### src/rtl/ex_div.sv
// rtl/ex_div.sv - radix-2 restoring 32-bit divider for DIV/DIVU in EX
// Holds the pipeline through stall_req_o until {remainder, quotient} is ready.
module ex_div (
  input  logic        clk,
  input  logic        rst,
  input  logic        start_i,
  input  logic        signed_i,
  input  logic [31:0] opdata1_i,
  input  logic [31:0] opdata2_i,
  input  logic        annul_i,
  output logic [63:0] result_o,
  output logic        ready_o,
  output logic        stall_req_o
);

  typedef enum logic [1:0] {ST_FREE, ST_BY_ZERO, ST_ON, ST_END} state_t;

  state_t      r_state;
  logic [5:0]  r_cnt;
  logic [64:0] r_work;
  logic [31:0] r_divisor;
  logic        r_signed;
  logic        r_neg1;
  logic        r_neg2;

  logic [31:0] w_abs1;
  logic [31:0] w_abs2;
  logic [33:0] w_diff;
  logic [31:0] w_quot;
  logic [31:0] w_rem;

  assign w_abs1 = (signed_i && opdata1_i[31]) ? (~opdata1_i + 32'd1) : opdata1_i;
  assign w_abs2 = (signed_i && opdata2_i[31]) ? (~opdata2_i + 32'd1) : opdata2_i;

  // Upper 34 bits of the shifted working register; the top bit is always 0
  // because the partial remainder stays below the divisor.
  assign w_diff = r_work[64:31] - {2'b00, r_divisor};

  assign w_quot = (r_signed && (r_neg1 ^ r_neg2)) ? (~r_work[31:0] + 32'd1) : r_work[31:0];
  assign w_rem  = (r_signed && r_neg1) ? (~r_work[63:32] + 32'd1) : r_work[63:32];

  assign stall_req_o = start_i & ~ready_o;

  always_ff @(posedge clk) begin
    if (rst) begin
      r_state   <= ST_FREE;
      r_cnt     <= 6'd0;
      r_work    <= 65'd0;
      r_divisor <= 32'd0;
      r_signed  <= 1'b0;
      r_neg1    <= 1'b0;
      r_neg2    <= 1'b0;
      result_o  <= 64'd0;
      ready_o   <= 1'b0;
    end else begin
      case (r_state)
        ST_FREE: begin
          ready_o  <= 1'b0;
          result_o <= 64'd0;
          if (start_i && !annul_i) begin
            if (opdata2_i == 32'd0) begin
              r_state <= ST_BY_ZERO;
            end else begin
              r_state   <= ST_ON;
              r_work    <= {33'd0, w_abs1};
              r_cnt     <= 6'd0;
              r_divisor <= w_abs2;
              r_signed  <= signed_i;
              r_neg1    <= opdata1_i[31];
              r_neg2    <= opdata2_i[31];
            end
          end
        end
        ST_BY_ZERO: begin
          if (annul_i || !start_i) begin
            r_state <= ST_FREE;
          end else begin
            r_state  <= ST_END;
            result_o <= 64'd0;
            ready_o  <= 1'b1;
          end
        end
        ST_ON: begin
          if (annul_i || !start_i) begin
            r_state <= ST_FREE;
          end else if (r_cnt != 6'd32) begin
            if (!w_diff[33]) begin
              r_work <= {w_diff[32:0], r_work[30:0], 1'b1};
            end else begin
              r_work <= {r_work[63:0], 1'b0};
            end
            r_cnt <= r_cnt + 6'd1;
          end else begin
            r_state  <= ST_END;
            result_o <= {w_rem, w_quot};
            ready_o  <= 1'b1;
          end
        end
        ST_END: begin
          if (annul_i || !start_i) begin
            r_state  <= ST_FREE;
            ready_o  <= 1'b0;
            result_o <= 64'd0;
          end
        end
        default: r_state <= ST_FREE;
      endcase
    end
  end

endmodule

### config.mk
export PLATFORM = sky130hd
export DESIGN_NAME = ex_div
export DESIGN_NICKNAME = d
export VERILOG_FILES = /design/src/rtl/ex_div.sv
export SDC_FILE = /design/constraint.sdc
export NUM_CORES = 1
export LEC_CHECK = 0
export BUFFER_PORTS_ARGS = -buffer_cell sky130_fd_sc_hd__buf_2
export CAP_MARGIN = 20
export CORE_UTILIZATION = 55
export DETAILED_ROUTE_END_ITERATION = 7
export GPL_TIMING_DRIVEN = 0
export PLACE_DENSITY = 0.86
export SLEW_MARGIN = 0
export SYNTH_ARGS = -nofsm -noshare
export SYNTH_HDL_FRONTEND = slang
export SYNTH_SLANG_ARGS = --single-unit
### constraint.sdc
create_clock -name clk -period 3.9 [get_ports clk]
set_clock_uncertainty 0.2 [all_clocks]
set_input_delay 0.39 -clock clk [delete_from_list [all_inputs] [get_ports clk]]
set_output_delay 0.39 -clock clk [all_outputs]
set_load 0.005 [all_outputs]
==> Yosys cells after proc, flatten, opt, wreduce, memory -nomap -nowiden <==
Index checks and enable logic that the tools add are counted.
{ "totals": {"mem_bits_ro": 0, "latchBits": 0, "out_inout_bits": 66, "mem_bits_rw": 0, "regBits": 173, "memories": 0} }
{ "classes": {"n_lt_le_gt_ge": 0, "n_reduce_logical": 15, "div": 0, "multipliers": 0, "bitwise_logic": 8, "shifts": 0, "add_sub_neg": 6, "n_mux": 32, "eq_ne": 12} }
{ "ops": {"columns": ["cell", "n"], "rows": [
  ["65-bit two-way mux", 5],
  ["64-bit two-way mux", 4],
  ["64-bit one-hot mux with 4 select lines", 1],
  ["65-bit one-hot mux with 2 select lines", 1],
  ["32-bit by 1-bit adder with 32-bit output (second input constant)", 4],
  ["32-bit two-way mux", 4],
  ["32-bit inverter", 4],
  ["34-bit by 32-bit subtractor with 34-bit output", 1],
  ["32-bit logical NOT", 1],
  ["6-bit two-way mux", 4],
  ["2-bit != test (second input constant)", 7],
  ["2-bit two-way mux", 6],
  ["6-bit one-hot mux with 2 select lines", 1],
  ["2-bit one-hot mux with 4 select lines", 1],
  ["6-bit by 1-bit adder with 6-bit output (second input constant)", 1],
  ["6-bit != test (second input constant)", 1],
  ["3-bit AND reduction", 2],
  ["1-bit logical AND", 5],
  ["5-bit AND reduction", 1],
  ["2-bit equality test (second input constant)", 2],
  ["1-bit two-way mux", 4],
  ["1-bit one-hot mux with 4 select lines", 1],
  ["4-bit AND reduction", 1],
  ["3-bit != test (second input constant)", 1],
  ["other kinds (8)", 10]
]} }

==> Depth between registers and ports, before layout <==
Gate-level depths: netlist of the first run.
{ "logic_depth": {"depth_word": 6, "depth_mapped": 13, "depth_no_buf": 12} }

==> Worst setup path before layout of the first run <==
No wires, ideal clock.
{ "synth_timing": {"path_type": "register -> register", "startpoint": "reg r_work[43]", "endpoint": "reg r_work[34]", "required_time_ps": 3577, "stages_incl_launch_ff": 13, "setup_ps": 123, "setup_slack_ps": 869, "n_path_buf": 3, "arrival_ps": 2709, "cell_sequence": "dfxtp_1 -> ha_1 -> clkbuf_1 -> a21oi_1 -> o211ai_1 -> and2_1 -> a211oi_1 -> nor3_1 -> and4bb_2 -> buf_2 -> buf_2 -> mux2i_1 -> o21ai_0"} }
{ "synth_between": {"elab_chain_len": 5} }
{ "synth_lines": {"columns": ["item", "line_no", "text"], "rows": [
  ["start: declaration", "20", "logic [64:0] r_work;"],
  ["start signal: assignment", "65", "r_work <= {33'd0, w_abs1};"],
  ["start signal: assignment", "88", "r_work <= {w_diff[32:0], r_work[30:0], 1'b1};"],
  ["start signal: assignment", "90", "r_work <= {r_work[63:0], 1'b0};"],
  ["34-bit by 32-bit subtractor with 34-bit output", "37", "assign w_diff = r_work[64:31] - {2'b00, r_divisor};"],
  ["65-bit two-way mux", "87", "if (!w_diff[33]) begin"],
  ["65-bit two-way mux", "86", "end else if (r_cnt != 6'd32) begin"],
  ["65-bit two-way mux", "84", "if (annul_i || !start_i) begin"],
  ["65-bit one-hot mux with 2 select lines", "56", "case (r_state)"]
]} }
No other way between the ends. The select of a mux whose other input is x is not followed.
A chain may end at the register's enable or synchronous reset.

==> Worst setup path in the final report of the first run <==
{ "layout_timing": {"startpoint": "reg r_work[39]", "endpoint": "reg r_work[61]"} }
The elaborated chain is that of the path after synthesis.

==> metrics.md, run 1 <==
| Metric | Value |
|---|---|
| Status | finished clean |
| Worst-Skew Late Latency | 440 ps |
| Vias in the first global route | 10640 |
| Gate Count Post-Synth | 1487 |
| Final worst slack | 143 ps |
| Crit path max-delay family | compound AO/OA/AOI/OAI gates |
| WP buf/inv | 2 |
| Initial antenna violation count | 1 |
| Fmax | 0.266 GHz |
| # DRC | 0 |
| Largest net degree at the start of global routing | 19 |
| RSZ-0062 raised after global routing | false |
| Antenna-violating nets left | 0 |
| Register area share after synthesis | 30.1% |
| Post-Place Setup Slack | 17.7 ps |
| Layout Cells excl Fill | 1922 |
| Post-synthesis compound-gate area fraction | 24.3% |
| Die Y | 147 microns |
| Post-DP HPWL | 25.9 mm |
| H-tree depth | 4 |
| GRT Util Overall | 31.4% |
| Total power draw | 6.00 mW |
| DP Cell Count | 1890 |
| Total I/O pin count | 135 |
| Mapped cell area | 11500 sq um |
| Crit path max-delay cell type | dfxtp_1 |
| Fillcell total | 1701 |
| CP endpoint kind | flip-flop |
| Ys flop type | dfxtp_1 |
| Final Max Slew Viols | 0 |
| TritonCTS clock tree | done |
| Cell Chain, Critical Path | ha_1, a21oi_1, nand4_1, a211oi_4, nor3_1, and4bb_2, buf_2, buf_2, nand2_1, o211ai_1 |
| Drt first pass iters | 6 |
| Worst setup path class | reg2reg |
| Pwr Density | 459 nW/um^2 |
| CTS clk-pin slew, worst paths | 80 ps |
| # hold bufs at CTS | 0 |
| Worst hold path type | in2reg |
| Detailed Route WL | 33.9 mm |
| Vias | 11588 |
| Crit-path most repeated cell | buf_2 |
| Final setup viols | 0 |
| Initial DRC Count | 997 |
| CTS buffer count | 17 |
| Post-Synth Adder-Cell Area | 4.86% |
| Mux contribution to synthesized area | 3.17% |
| Worst vdd ir | 256 uV |
| Simple-gate share of the synthesized area | 20.6% |
| Tightest Pin Transition | 899 ps |
| CTS Sinks | 173 |
| Pleak | 5.16 nW |
| Remaining global-route overflow | 0 |
| Period utilization | 96.3% |
| Storage cell area | 3460 sq um |
| IO Port Bufs | 133 |
| Post-synth EDFFs | 0 |
| Yosys warns | 0 |
| Top cells by area, synth | dfxtp_1 30%, nand2_1 5.8%, xnor2_1 5.8% |
| Final nets | 1752 |
| Critical Path AT | 3920 ps |
| Multi-input gate area | 7420 sq um |
| Final core occ | 64.3% |
| Max transition margin | 39.4% |
| Layout cell share with drive strength beyond 1 | 14.4% |
| Synth-to-layout area growth | 13.9% |
| Main combinational cell family by area after synthesis | compound AO/OA/AOI/OAI gates |
| Max cap viols | 0 |
| Chip width | 147 microns |
| Critical path required time | 4060 ps |
| CTS root buffer | clkbuf_16 |
| Core Area | 20400 sq um |
| First-pass GRT wire length | 54.3 mm |
| Final Hold Fails | 0 |
| Drt via density | 6.03 |
| Reg2Reg Setup Slack | 140 ps |
| Syn_nets | 1600 |
| Post-synth top area cell | dfxtp_1 |
| Yosys top cell area share | 30.1% |
| Setup crit start kind | flip-flop |
| Setup_tns | 0 ps |
| Setup repair bufs after CTS | 0 |
| Critical Path Fanout Max | 10 |
| Syn_area_per_cell | 7.73 sq um |
| Post-synthesis xor/xnor area fraction | 11.4% |
| Initial Utilization | 56.4% |
| WL/cell | 17.6 microns |
| Routability cong. | 0.966 |
| CTS Buffer Depth | 2 |
| FF+latch count, synth | 173 |
| CP max stage delay | 580 ps |
| Fin crit period | 3760 ps |
| Full die area | 21500 sq um |
| Library cells used by synthesis | 74 |
| FP Rows | 52 |
| Fraction of registers with async set/reset | 0% |
| Antenna cells | 0 |
[worst paths after layout]
| kind | startpoint | endpoint | depth (start not counted) |
|---|---|---|---|
| setup / recovery | r_work[39] | r_work[61] | 10 |
| hold / removal | opdata2_i[0] | r_divisor[0] | 3 |
| setup reg to reg | r_work[39] | r_work[61] | 10 |
| hold reg to reg | result_o[25] | result_o[25] | 2 |
[cells in the final DEF, fill, tap and decap left out, types with 13 or more instances in the layout]
master,n
ha_1,43
nand2_1,179
a22oi_1,50
a21oi_1,116
a31oi_1,14
buf_2,147
xor2_1,74
o211ai_1,16
nor4_1,18
clkbuf_16,17
nand4_1,14
dfxtp_1,172
xnor2_1,76
nand3_1,31
o31ai_1,18
o21ai_0,106
mux2i_1,33
or4_1,13
nor2_1,161
a211oi_2,29
nor3_1,29
inv_1,64
o41ai_1,15
clkbuf_1,63
[state kept, by name (all words and copies together) (netlist names), 2 cells and up]
| signal | cells |
|---|---|
| r_divisor | 32 |
| result_o | 64 |
| r_cnt | 6 |
| r_state | 2 |
| r_work | 65 |
[Yosys cell counts (all sizes together), types with 9 or more instances]
library cell and n:
nor3 29, nand4 14, o211ai 16, or4 14
buf 23, and2 9, nor2 163, o21ai 110
a22oi 50, a21o 9, clkbuf 64, xor2 74
dfxtp 173, a211oi 35, mux2i 33, nor4 22
o31ai 18, a21oi 117, nand3 33, nand2 179
a31oi 14, and3 9, o41ai 15, or3 10
xnor2 76, inv 64, nand2b 12, ha 43
[layout make-up]
| type | count | area share, % |
|---|---|---|
| flip-flops and latches | 173 | 26.5 |
| multi-input cells | 1162 | 56.7 |
| plain buffers | 87 | 2.91 |
| well taps | 270 | 2.58 |
| clock inverters | 14 | 1.13 |
| inverters | 65 | 1.86 |
| repair buffers | 133 | 5.09 |
| clock buffers | 18 | 3.28 |
[per-layer routing]
| metal | up-vias | global-route usage, % | wire (microns) |
|---|---|---|---|
| met4 | 0 | 10.2 | 718 |
| met3 | 74 | 8.53 | 3560 |
| met1 | 5359 | 42.6 | 14900 |
| met2 | 564 | 47.9 | 14800 |
| li1 | 5591 | - | - |
| met5 | - | 0 | 0 |
[through the flow]
step | instance area [sq um] | hold WS (ps)
finish | 13100 | 66.0
global route | 13100 | 92.1
CTS | 13100 | 61.0
detailed placement | 12500 | 242
global placement | 12500 | 243
floorplan | 11500 | 245
[what timing repair did]
| action | 4_1_cts | 5_1_grt |
|---|---|---|
| pin swaps | 0 | 0 |
| gates resized for setup | 1 | 4 |
| setup endpoints to repair | 6 | 24 |
| endpoints found under the hold margin | 0 | 0 |
[power by group]
group | internal, mW | switching (mW) | total (mW)
clock | 0.854 | 0.825 | 1.68
sequential | 1.90 | 0.148 | 2.04
combinational | 0.786 | 1.49 | 2.28
[worst reg2reg max path: cells and delay by family (launching register included)]
kind	cells	cell delay (ps)
AOI/OAI and AO/OA	3	1000
adders and majority gates	1	360
buffers and inverters	2	600
DFF	1	580
and+or+nand+nor	4	940
[cell families (layout without fill, tap and decap cells)]
family,count (synthesis),in the layout
XOR/XNOR,150,150
multiplexers,36,36
flip-flops,173,173
AO/OA/AOI/OAI,422,422
adder cells (fa/ha/maj),44,44
AND/OR/NAND/NOR,510,510
buffers and inverters,152,317
Note: power is estimated with default switching activity, not from simulation.
==> run 2: changes to the inputs <==
- ABC_AREA: unset -> 1
- PLACE_DENSITY: 0.86 -> 0.85
==> run 2 against run 1 <==
Critical path type unchanged; sequential cell count did not move; critical path depth rose by 7; final cell count rose by 41%; cell area rose by 17%; power rose by 38%; sequential power rose by 12%; largest power group unchanged.
==> metrics.md, run 2 <==
| Metric | Value |
|---|---|
| Status | finished clean |
| Period utilization | 75.1% |
| Yosys warns | 0 |
| Post-synth top area cell | dfxtp_1 |
| Top cells by count, synth | 661 x nand2_1, 299 x inv_1, 230 x nand3_1, 184 x nor2_1, 173 x dfxtp_1 |
| Mapped cell area | 13600 sq um |
| Layout cell share with drive strength beyond 1 | 14.0% |
| Fraction of registers with async set/reset | 0% |
| TritonCTS clock tree | done |
| Yosys top cell area share | 25.4% |
| Setup crit start kind | flip-flop |
| Number of flip-flops in the largest register | 65 |
| Largest net degree at the start of global routing | 17 |
| Final Max Slew Viols | 0 |
| Max transition margin | 47.9% |
| Initial antenna violation count | 0 |
| Vias in the first global route | 13870 |
| GRT Util Overall | 35.3% |
| Post-synth EDFFs | 0 |
| Count leader, synth | nand2_1 |
| Largest register by flop count | r_work |
| CTS Buffer Depth | 2 |
| Storage cell area | 3460 sq um |
| Chip width | 159 microns |
| Antenna-violating nets left | 0 |
| Remaining global-route overflow | 0 |
| CTS root buffer | clkbuf_16 |
| Top cells by area, synth | dfxtp_1 25%, nand2_1 18%, nand3_1 8.5% |
| Pwr Density | 539 nW/um^2 |
| Reg2Reg Setup Slack | 970 ps |
| H-tree depth | 4 |
| Most frequent cells in the layout | 661 x nand2_1, 299 x inv_1, 230 x nand3_1, 184 x nor2_1, 173 x dfxtp_1 |
| Setup repair bufs after CTS | 0 |
| Antenna cells | 0 |
| Full die area | 25400 sq um |
| Drt via density | 5.57 |
| Post-DP HPWL | 36.4 mm |
| Synth-to-layout area growth | 12.5% |
| Worst-Skew Late Latency | 440 ps |
| Fmax | 0.341 GHz |
| Max cap viols | 0 |
| Worst vdd ir | 301 uV |
| WL/cell | 16.6 microns |
| Detailed Route WL | 45.2 mm |
| DP Cell Count | 2688 |
| Vias | 15152 |
| # DRC | 0 |
| FP Rows | 57 |
| CTS Sinks | 173 |
| Fin crit period | 2930 ps |
| Drt first pass iters | 6 |
| Syn_nets | 2343 |
| Critical Path Fanout Max | 4 |
| First-pass GRT wire length | 71.3 mm |
| Largest regs | r_work: 65 flops, result_o: 64 flops, r_divisor: 32 flops |
| Post-CTS Resized | 0 |
| Critical path required time | 4060 ps |
| Multi-input gate area | 8480 sq um |
| Final nets | 2496 |
| Routability cong. | 0.976 |
| FF+latch count, synth | 173 |
| Worst hold path type | in2reg |
| Layout Cells excl Fill | 2719 |
| IO Port Bufs | 134 |
| Initial Utilization | 56.0% |
| CTS clk-pin slew, worst paths | 80 ps |
| # hold bufs at CTS | 0 |
| Syn_area_per_cell | 6.11 sq um |
| Commonest non-fill, non-tap cell in the layout | nand2_1 |
| Critical Path AT | 3090 ps |
| CP endpoint kind | flip-flop |
| Fillcell total | 2331 |
| Worst setup path class | reg2reg |
| Total I/O pin count | 135 |
| Ys flop type | dfxtp_1 |
| Final Hold Fails | 0 |
| Setup_tns | 0 ps |
| Final setup viols | 0 |
| Tightest Pin Transition | 781 ps |
| Pleak | 7.51 nW |
| Library cells used by synthesis | 49 |
| Core Area | 24300 sq um |
| CTS buffer count | 17 |
| Register area share after synthesis | 25.4% |
| Initial DRC Count | 1635 |
| Die Y | 159 microns |
| Gate Count Post-Synth | 2230 |
| RSZ-0062 raised after global routing | false |
[run 2: changes by cell type after synthesis, moves of 47 or more]
cell / before / now
a21oi_1: 116 / 165
xnor2_1: 76 / 29
a22oi_1: 50 / 1
inv_1: 64 / 299
nand3_1: 31 / 230
nand2_1: 179 / 661
[run 2: final cells by class]
type	instances	share of cell area, %
multi-input cells	1661	55.3
flip-flops and latches	173	22.6
inverters	316	7.74
repair buffers	134	4.38
plain buffers	80	3.22
clock buffers	19	2.96
well taps	324	2.65
clock inverters	12	1.11
[run 2: worst paths after layout]
check	from	to	depth (start not counted)
worst max register to register	r_work[31]	r_work[64]	17
worst min register to register	result_o[14]	result_o[14]	2
worst max-delay path	r_work[31]	r_work[64]	17
worst min-delay path	opdata2_i[1]	r_divisor[1]	3
[run 2: kinds of logic after synthesis]
logic type	Yosys count	share of synthesized area (%)
AND/OR/NAND/NOR	1229	40.4
buffers and inverters	396	12.3
AO/OA/AOI/OAI	311	12.8
flip-flops	173	25.4
XOR/XNOR	77	4.95
adder cells (fa/ha/maj)	44	4.10
[run 2: per-stage QoR]
| stage | worst slack, ps | hold slack (ps) | total power [mW] | instance area (sq um) | utilization [%] |
|---|---|---|---|---|---|
| after floorplan | 1670 | 230 | 5.10 | 13600 | - |
| after global placement | 1040 | 251 | 6.20 | 14700 | 60.4 |
| after detailed placement | 1030 | 254 | 6.27 | 14700 | 60.4 |
| after CTS | 1010 | 26.2 | 8.11 | 15300 | 63.0 |
| after global routing | 698 | 36.2 | 8.74 | 15300 | 63.0 |
| final | 972 | 28.3 | 8.26 | 15300 | 63.0 |
[run 2: power by group]
| group | internal [mW] | total (mW) | leakage (nW) | switching (mW) |
|---|---|---|---|---|
| Combinational | 1.27 | 4.10 | 5.80 | 2.82 |
| Clock | 1.06 | 1.86 | 0.304 | 0.806 |
| Sequential | 2.00 | 2.29 | 1.40 | 0.293 |
| Total | 4.33 | 8.26 | 7.51 | 3.92 |
[run 2: per-layer routing]
| layer | share of wire (%) | track usage [%] | routed length [microns] |
|---|---|---|---|
| met4 | 3.7 | 13.9 | 1670 |
| met1 | 44 | 48.2 | 19800 |
| met3 | 9.0 | 5.91 | 4060 |
| met5 | 0 | 0 | 0 |
| met2 | 44 | 55.4 | 19700 |
[run 2: worst max-delay path, stage by stage, from the launching register on]
cell and delay, ps:
dfxtp_1 330, inv_1 140, ha_1 160, inv_1 80
fa_1 470, nand3_1 110, nand3_1 220, nand2_1 120
nand2_1 100, nand2_1 80, nand2_1 140, nand2_1 150
nand2_1 70, nand2_1 60, nand2_1 50, nand3_1 70
nand3_1 140, a21oi_1 150
